## src/rtl/spi_eeprom_pkg.sv

```systemverilog
// Shared definitions for the M25AA010A transaction sequencer:
// EEPROM opcodes, FSM state encodings, status bit index and SPI frame fields.
package spi_eeprom_pkg;

    localparam logic [7:0] EE_READ  = 8'h03;
    localparam logic [7:0] EE_WRITE = 8'h02;
    localparam logic [7:0] EE_WREN  = 8'h06;
    localparam logic [7:0] EE_RDSR  = 8'h05;
    localparam logic [7:0] EE_WRDI  = 8'h04;

    // Write-in-progress bit of the RDSR status byte
    localparam int WIP = 0;

    localparam logic [3:0] ST_IDLE    = 4'd0;
    localparam logic [3:0] ST_WREN    = 4'd1;
    localparam logic [3:0] ST_W_WREN  = 4'd2;
    localparam logic [3:0] ST_WRITE   = 4'd3;
    localparam logic [3:0] ST_W_WRITE = 4'd4;
    localparam logic [3:0] ST_POLL    = 4'd5;
    localparam logic [3:0] ST_W_POLL  = 4'd6;
    localparam logic [3:0] ST_GAP     = 4'd7;
    localparam logic [3:0] ST_READ    = 4'd8;
    localparam logic [3:0] ST_W_READ  = 4'd9;
    localparam logic [3:0] ST_DONE    = 4'd10;

    // Fields handed to SPI_MASTER for one frame
    typedef struct packed {
        logic [7:0] instr;
        logic [7:0] addr;
        logic [7:0] wdata;
        logic [1:0] nbytes;
    } spi_frame_t;

    function automatic spi_frame_t mk_frame(input logic [7:0] instr, input logic [7:0] addr,
                                            input logic [7:0] wdata, input logic [1:0] nbytes);
        spi_frame_t f;
        f.instr  = instr;
        f.addr   = addr;
        f.wdata  = wdata;
        f.nbytes = nbytes;
        return f;
    endfunction

endpackage

```

## src/rtl/spi_poll_timer.sv

```systemverilog
// Idle-gap down-counter between RDSR polls plus a saturating poll counter.
module spi_poll_timer #(
    parameter int POLL_GAP = 16,
    parameter int POLL_MAX = 1023
) (
    input  logic i_clk,
    input  logic i_rst_n,
    input  logic i_load,      // arm the gap counter for POLL_GAP clocks
    input  logic i_tick,      // one gap clock elapsed
    input  logic i_poll_clr,  // start of a new write: no polls yet
    input  logic i_poll_inc,  // one RDSR poll issued
    output logic o_gap_done,
    output logic o_poll_max
);

    localparam int GW = (POLL_GAP > 1) ? $clog2(POLL_GAP) : 1;
    localparam int PW = $clog2(POLL_MAX + 1);

    logic [GW-1:0] r_gap;
    logic [PW-1:0] r_poll;

    // Gap counter: loaded with POLL_GAP-1 so the GAP state lasts exactly POLL_GAP clocks
    always_ff @(posedge i_clk or negedge i_rst_n) begin
        if (!i_rst_n)                   r_gap <= '0;
        else if (i_load)                r_gap <= GW'(POLL_GAP - 1);
        else if (i_tick && r_gap != '0) r_gap <= r_gap - 1'b1;
    end

    // Poll counter stops at POLL_MAX so it can never wrap back below the limit
    always_ff @(posedge i_clk or negedge i_rst_n) begin
        if (!i_rst_n)                                  r_poll <= '0;
        else if (i_poll_clr)                           r_poll <= '0;
        else if (i_poll_inc && r_poll != PW'(POLL_MAX)) r_poll <= r_poll + 1'b1;
    end

    assign o_gap_done = (r_gap == '0);
    assign o_poll_max = (r_poll == PW'(POLL_MAX));

endmodule

```

## src/rtl/spi_eeprom_sequencer.sv

```systemverilog
// Byte read/write sequencer for the M25AA010A EEPROM behind SPI_MASTER.
// Writes run WREN, WRITE, then RDSR polls until WIP clears or the poll limit hits.
module spi_eeprom_sequencer import spi_eeprom_pkg::*; #(
    parameter int POLL_GAP = 16,
    parameter int POLL_MAX = 1023
) (
    input  logic       i_clk,
    input  logic       i_rst_n,
    input  logic       i_req_valid,
    output logic       o_req_ready,
    input  logic       i_req_we,
    input  logic [6:0] i_req_addr,
    input  logic [7:0] i_req_wdata,
    output logic       o_rsp_valid,
    output logic [7:0] o_rsp_rdata,
    output logic       o_rsp_err,
    output logic       o_busy,
    output logic       o_spi_start,
    output logic [7:0] o_spi_instr,
    output logic [7:0] o_spi_addr,
    output logic [7:0] o_spi_wdata,
    output logic [1:0] o_spi_nbytes,
    input  logic       i_spi_done,
    input  logic [7:0] i_spi_rdata
);

    logic [3:0]  r_state;
    logic [6:0]  r_addr;
    logic [7:0]  r_wdata;
    logic [7:0]  r_rsp_rdata;
    logic        r_rsp_err;
    logic        r_spi_start;
    spi_frame_t  r_frame;

    logic w_gap_done;
    logic w_poll_max;
    logic w_gap_load;
    logic w_gap_tick;
    logic w_poll_clr;
    logic w_poll_inc;

    assign w_gap_load = (r_state == ST_W_POLL) && i_spi_done;
    assign w_gap_tick = (r_state == ST_GAP);
    assign w_poll_clr = (r_state == ST_W_WRITE) && i_spi_done;
    assign w_poll_inc = (r_state == ST_POLL);

    spi_poll_timer #(.POLL_GAP(POLL_GAP), .POLL_MAX(POLL_MAX)) u_timer (
        .i_clk      (i_clk),
        .i_rst_n    (i_rst_n),
        .i_load     (w_gap_load),
        .i_tick     (w_gap_tick),
        .i_poll_clr (w_poll_clr),
        .i_poll_inc (w_poll_inc),
        .o_gap_done (w_gap_done),
        .o_poll_max (w_poll_max)
    );

    // Transaction FSM; frame fields are only rewritten when a new frame is launched,
    // so they stay constant for the whole frame. spi_done in non-wait states is ignored.
    always_ff @(posedge i_clk or negedge i_rst_n) begin
        if (!i_rst_n) begin
            r_state     <= ST_IDLE;
            r_addr      <= '0;
            r_wdata     <= '0;
            r_rsp_rdata <= '0;
            r_rsp_err   <= 1'b0;
            r_spi_start <= 1'b0;
            r_frame     <= '0;
        end else begin
            r_spi_start <= 1'b0;
            case (r_state)
                ST_IDLE: if (i_req_valid) begin
                    r_addr  <= i_req_addr;
                    r_wdata <= i_req_wdata;
                    r_state <= i_req_we ? ST_WREN : ST_READ;
                end
                ST_WREN: begin
                    r_frame     <= mk_frame(EE_WREN, 8'h00, 8'h00, 2'd0);
                    r_spi_start <= 1'b1;
                    r_state     <= ST_W_WREN;
                end
                ST_W_WREN: if (i_spi_done) r_state <= ST_WRITE;
                ST_WRITE: begin
                    r_frame     <= mk_frame(EE_WRITE, {1'b0, r_addr}, r_wdata, 2'd2);
                    r_spi_start <= 1'b1;
                    r_state     <= ST_W_WRITE;
                end
                ST_W_WRITE: if (i_spi_done) r_state <= ST_POLL;
                ST_POLL: begin
                    r_frame     <= mk_frame(EE_RDSR, 8'h00, 8'h00, 2'd1);
                    r_spi_start <= 1'b1;
                    r_state     <= ST_W_POLL;
                end
                ST_W_POLL: if (i_spi_done) begin
                    if (!i_spi_rdata[WIP]) begin
                        r_rsp_rdata <= i_spi_rdata;
                        r_rsp_err   <= 1'b0;
                        r_state     <= ST_DONE;
                    end else if (w_poll_max) begin
                        // Timed out: report the last (still busy) status byte
                        r_rsp_rdata <= i_spi_rdata;
                        r_rsp_err   <= 1'b1;
                        r_state     <= ST_DONE;
                    end else begin
                        r_state <= ST_GAP;
                    end
                end
                ST_GAP: if (w_gap_done) r_state <= ST_POLL;
                ST_READ: begin
                    r_frame     <= mk_frame(EE_READ, {1'b0, r_addr}, 8'h00, 2'd2);
                    r_spi_start <= 1'b1;
                    r_state     <= ST_W_READ;
                end
                ST_W_READ: if (i_spi_done) begin
                    r_rsp_rdata <= i_spi_rdata;
                    r_rsp_err   <= 1'b0;
                    r_state     <= ST_DONE;
                end
                ST_DONE: r_state <= ST_IDLE;
                default: r_state <= ST_IDLE;
            endcase
        end
    end

    assign o_req_ready  = (r_state == ST_IDLE);
    assign o_busy       = (r_state != ST_IDLE);
    assign o_rsp_valid  = (r_state == ST_DONE);
    assign o_rsp_rdata  = r_rsp_rdata;
    assign o_rsp_err    = r_rsp_err;
    assign o_spi_start  = r_spi_start;
    assign o_spi_instr  = r_frame.instr;
    assign o_spi_addr   = r_frame.addr;
    assign o_spi_wdata  = r_frame.wdata;
    assign o_spi_nbytes = r_frame.nbytes;

endmodule

```

## config.mk

```make
export PLATFORM = sky130hd
export DESIGN_NAME = spi_eeprom_sequencer
export DESIGN_NICKNAME = d
export VERILOG_FILES = /design/src/rtl/spi_eeprom_pkg.sv /design/src/rtl/spi_poll_timer.sv /design/src/rtl/spi_eeprom_sequencer.sv
export SDC_FILE = /design/constraint.sdc
export NUM_CORES = 1
export LEC_CHECK = 0
export BUFFER_PORTS_ARGS = -buffer_cell sky130_fd_sc_hd__buf_2
export CAP_MARGIN = 20
export CORE_AREA = 2 2 89 91
export DETAILED_ROUTE_END_ITERATION = 8
export DIE_AREA = 0 0 91 93
export PLACE_DENSITY = 0.59
export SYNTH_ARGS = -nofsm -noshare
export SYNTH_HDL_FRONTEND = slang
export SYNTH_SLANG_ARGS = --single-unit
```

## constraint.sdc

```tcl
create_clock -name i_clk -period 2 [get_ports i_clk]
set_input_delay 0.4 -clock i_clk [delete_from_list [all_inputs] [get_ports i_clk]]
set_output_delay 0.4 -clock i_clk [all_outputs]
set_load 0.005 [all_outputs]
```

==> flow_metrics.py <==
metrics = {
    "setup_path": {
        "critPathBufInv": 3,
        "critical_path_class": "reg2out",
        "cp.required_ps": 1600,
        "cp_slowest_cell": "dfrtp_1",
        "crit_chain": "buf_4, nor2_1, nand2_1, inv_1, buf_2",
        "cp-end-kind": "output port",
        "cp_top_family": "flip-flops",
        "slowest_delay_ps": 530,
        "cp.arrival_ps": 1500,
        "crit_path_start_kind": "flip-flop",
        "path_max_fanout": 15,
    },
    "hold_path": {
        "hold_class": "in2async",
    },
    "finish": {
        "syn_to_final_growth_pct": 23.0,
        "diodes": 0,
        "instances_no_fill": 425,
        "fillCellCount": 717,
        "multi_input_area_um2": 1190,
        "stdcell_area_um2": 3560,
        "regArea_um2": 1580,
        "drive_gt1_frac": 0.378,
        "final_util": 0.473,
        "final_nets": 348,
    },
    "synthesis": {
        "synth_flop_cell": "dfrtp_1",
        "netlist-cell-type-count": 48,
        "yosys_warnings": 0,
        "seq_area_frac_synth": 0.545,
        "syn_inst": 247,
        "ys_seq_elements": 63,
        "synth_edf_count": 0,
        "ys_async_sr_fraction": 1.00,
        "syn_avg_cell_area_um2": 11.7,
        "netlist_area_um2": 2890,
    },
    "timing": {
        "rsz0062_at_grt": "false",
        "worstMarginPinSlew_ps": 649,
        "drv_slew": 0,
        "slew_headroom": 0.567,
        "min_period_ps": 1900,
        "fin_crit_sh": 0.948,
        "worst_slack_ps": 103,
        "fin_tns_setup_ps": 0,
        "fmax_mhz": 527,
        "final-hold-violation-count": 0,
        "clock_skew_ps": 6.74,
        "finalSetupViolCount": 0,
        "holdWs_ps": 64.4,
    },
    "flow_run": {
        "maxCapViolations": 0,
    },
    "global_routing": {
        "grt_max_degree": 64,
        "antenna_found_initial": 0,
        "grt_pass1_wl_mm": 9.58,
        "grt_pass1_vias": 1958,
        "gr-total-overflow": 0,
        "grt_util_all_layers": 0.145,
    },
    "clocking": {
        "cts_buffer_depth": 2,
        "worstSkewPairLatency_ps": 340,
        "clk_pin_slew_ps": 70,
        "cts_buffers": 9,
        "cts_tree": "built",
        "cts.sinks": 63,
        "root_buffer": "clkbuf_8",
        "cts_htree_levels": 3,
    },
    "place": {
        "post-dp-hpwl_mm": 4.04,
        "post-place-ws_ps": 138,
        "post-place-cells": 408,
        "gp_congestion": 0.824,
        "dpl_cell_area_um2": 3330,
        "portBuffers": 60,
    },
    "floorplan": {
        "start_util": 0.384,
        "num_rows": 32,
        "die-area_um2": 8460,
        "io_pins": 67,
        "die_width_um": 91,
        "core-area_um2": 7530,
        "die_y_um": 93,
    },
    "detailed_routing": {
        "first_pass_iters": 4,
        "drtAntennaViolNets": 0,
        "route.top_layer_used": "met4",
        "routed_wl_mm": 5.86,
        "drt-met1-wl_mm": 2.86,
        "drt_iter0_drc": 76,
        "met2_length_mm": 2.55,
        "met3_wirelength_um": 311,
        "wl_per_cell_um": 13.8,
        "num_vias": 2119,
        "viasPerCell": 4.99,
        "drc": 0,
    },
    "power_and_ir_drop": {
        "swShare": 0.346,
        "total_switching_power_mw": 1.84,
        "power_frac_seq": 0.421,
        "finalPower_mw": 5.32,
        "p_leak_nw": 1.68,
        "combPwrFrac": 0.364,
        "clkPwrFrac": 0.216,
        "ir_worst_vdd_v": 0.000609,
        "intPower_mw": 3.48,
        "power_density_nw_per_um2": 1490,
    },
    "status": {
        "status": "finished, final reports clean",
    },
}
-- sequential cells by signal (all words and copies together) (netlist names) --
register,flops
o_rsp_err,1
o_spi_start,1
r_wdata,8
o_rsp_rdata,8
u_timer.r_gap,4
o_spi_nbytes,2
u_timer.r_poll,10
r_addr,7
o_spi_instr,3
o_spi_addr,7
o_spi_wdata,8
r_state,4
-- layer usage --
metal	vias up	track usage
li1	1034	-
met4	0	0.0732
met5	-	0
met1	1002	0.200
met2	71	0.209
met3	12	0.0419
-- path summary, 6_finish.rpt --
path / start / end / slack [ps] / depth (start not counted)
setup reg to reg: r_state[3]$_DFFE_PN0P_ / o_rsp_rdata[3]$_DFFE_PN0P_ / 140 / 5
hold reg to reg: r_addr[3]$_DFFE_PN0P_ / o_spi_addr[3]$_DFFE_PN0P_ / 490 / 1
min in group i_clk: i_spi_rdata[5] / o_rsp_rdata[5]$_DFFE_PN0P_ / 290 / 2
hold / removal: i_rst_n / u_timer.r_poll[3]$_DFFE_PN0P_ / 60 / 2
max in group asynchronous: i_rst_n / r_state[2]$_DFFE_PN0P_ / 1650 / 2
setup / recovery: r_state[0]$_DFFE_PN0P_ / o_req_ready / 100 / 5
-- worst register-to-register path, delay by kind of cell, from the launching register on --
| kind | cells | cell delay [ps] |
|---|---|---|
| multiplexers | 1 | 270 |
| AND/OR/NAND/NOR | 2 | 710 |
| buffers and inverters | 1 | 150 |
| flip-flops | 1 | 530 |
| AO/OA/AOI/OAI | 1 | 100 |
-- what timing repair did --
action | CTS | global route
setup endpoints to repair | 0 | 9
gates resized for setup | 0 | 1
setup buffers | 0 | 1
hold buffers | 0 | 0
-- kinds of logic after synthesis --
family	synth area share
flip-flops	0.545
other	0.00130
multiplexers	0.104
AO/OA/AOI/OAI	0.151
AND/OR/NAND/NOR	0.127
XOR/XNOR	0.0121
buffers and inverters	0.0514
adder cells (fa/ha/maj)	0.00865
-- power by group through the flow --
stage	clock [mW]	sequential, mW	combinational, mW
after detailed placement	0	2.26	1.94
after global routing	1.23	2.32	2.17
final	1.15	2.24	1.93
after floorplan	0	2.14	1.41
after global placement	0	2.24	1.91
after CTS	1.19	2.24	1.95
-- layout by cell type (no fill, tap or decap), drive strengths merged, types with 4 or more instances in the layout --
cell type and n:
o21ai 12, o31ai 7, dfrtp 63, nand3 6, a21oi 9, clkbuf 12, o211ai 6, buf 72
conb 6, or3 4, mux2 24, nor2 9, nor3b 5, nand2 16, a22o 15, inv 11
-- synthesized netlist by cell type (4+ instances only) --
| library cell | count | area (um^2) |
|---|---|---|
| a21oi_1 | 9 | 45.0 |
| a22o_1 | 15 | 131 |
| buf_2 | 5 | 25.0 |
| buf_4 | 6 | 45.0 |
| dfrtp_1 | 63 | 1580 |
| inv_1 | 11 | 41.3 |
| mux2_2 | 24 | 270 |
| nand2_1 | 15 | 56.3 |
| nand3_1 | 6 | 30.0 |
| nor2_1 | 9 | 33.8 |
| nor3b_1 | 5 | 37.5 |
| o211ai_1 | 6 | 45.0 |
| o21ai_0 | 11 | 55.1 |
| o31ai_1 | 6 | 45.0 |
| or3_1 | 4 | 25.0 |
-- layout make-up --
cell class                      count  area share
Clock buffer                       12      0.0436
Clock inverter                      4      0.0151
Inverter                           11      0.0116
Multi-Input combinational cell    161       0.334
Sequential cell                    63       0.443
Tap cell                          102      0.0359
Timing Repair Buffer               72       0.117
Note: power is estimated with default switching activity, not from simulation.
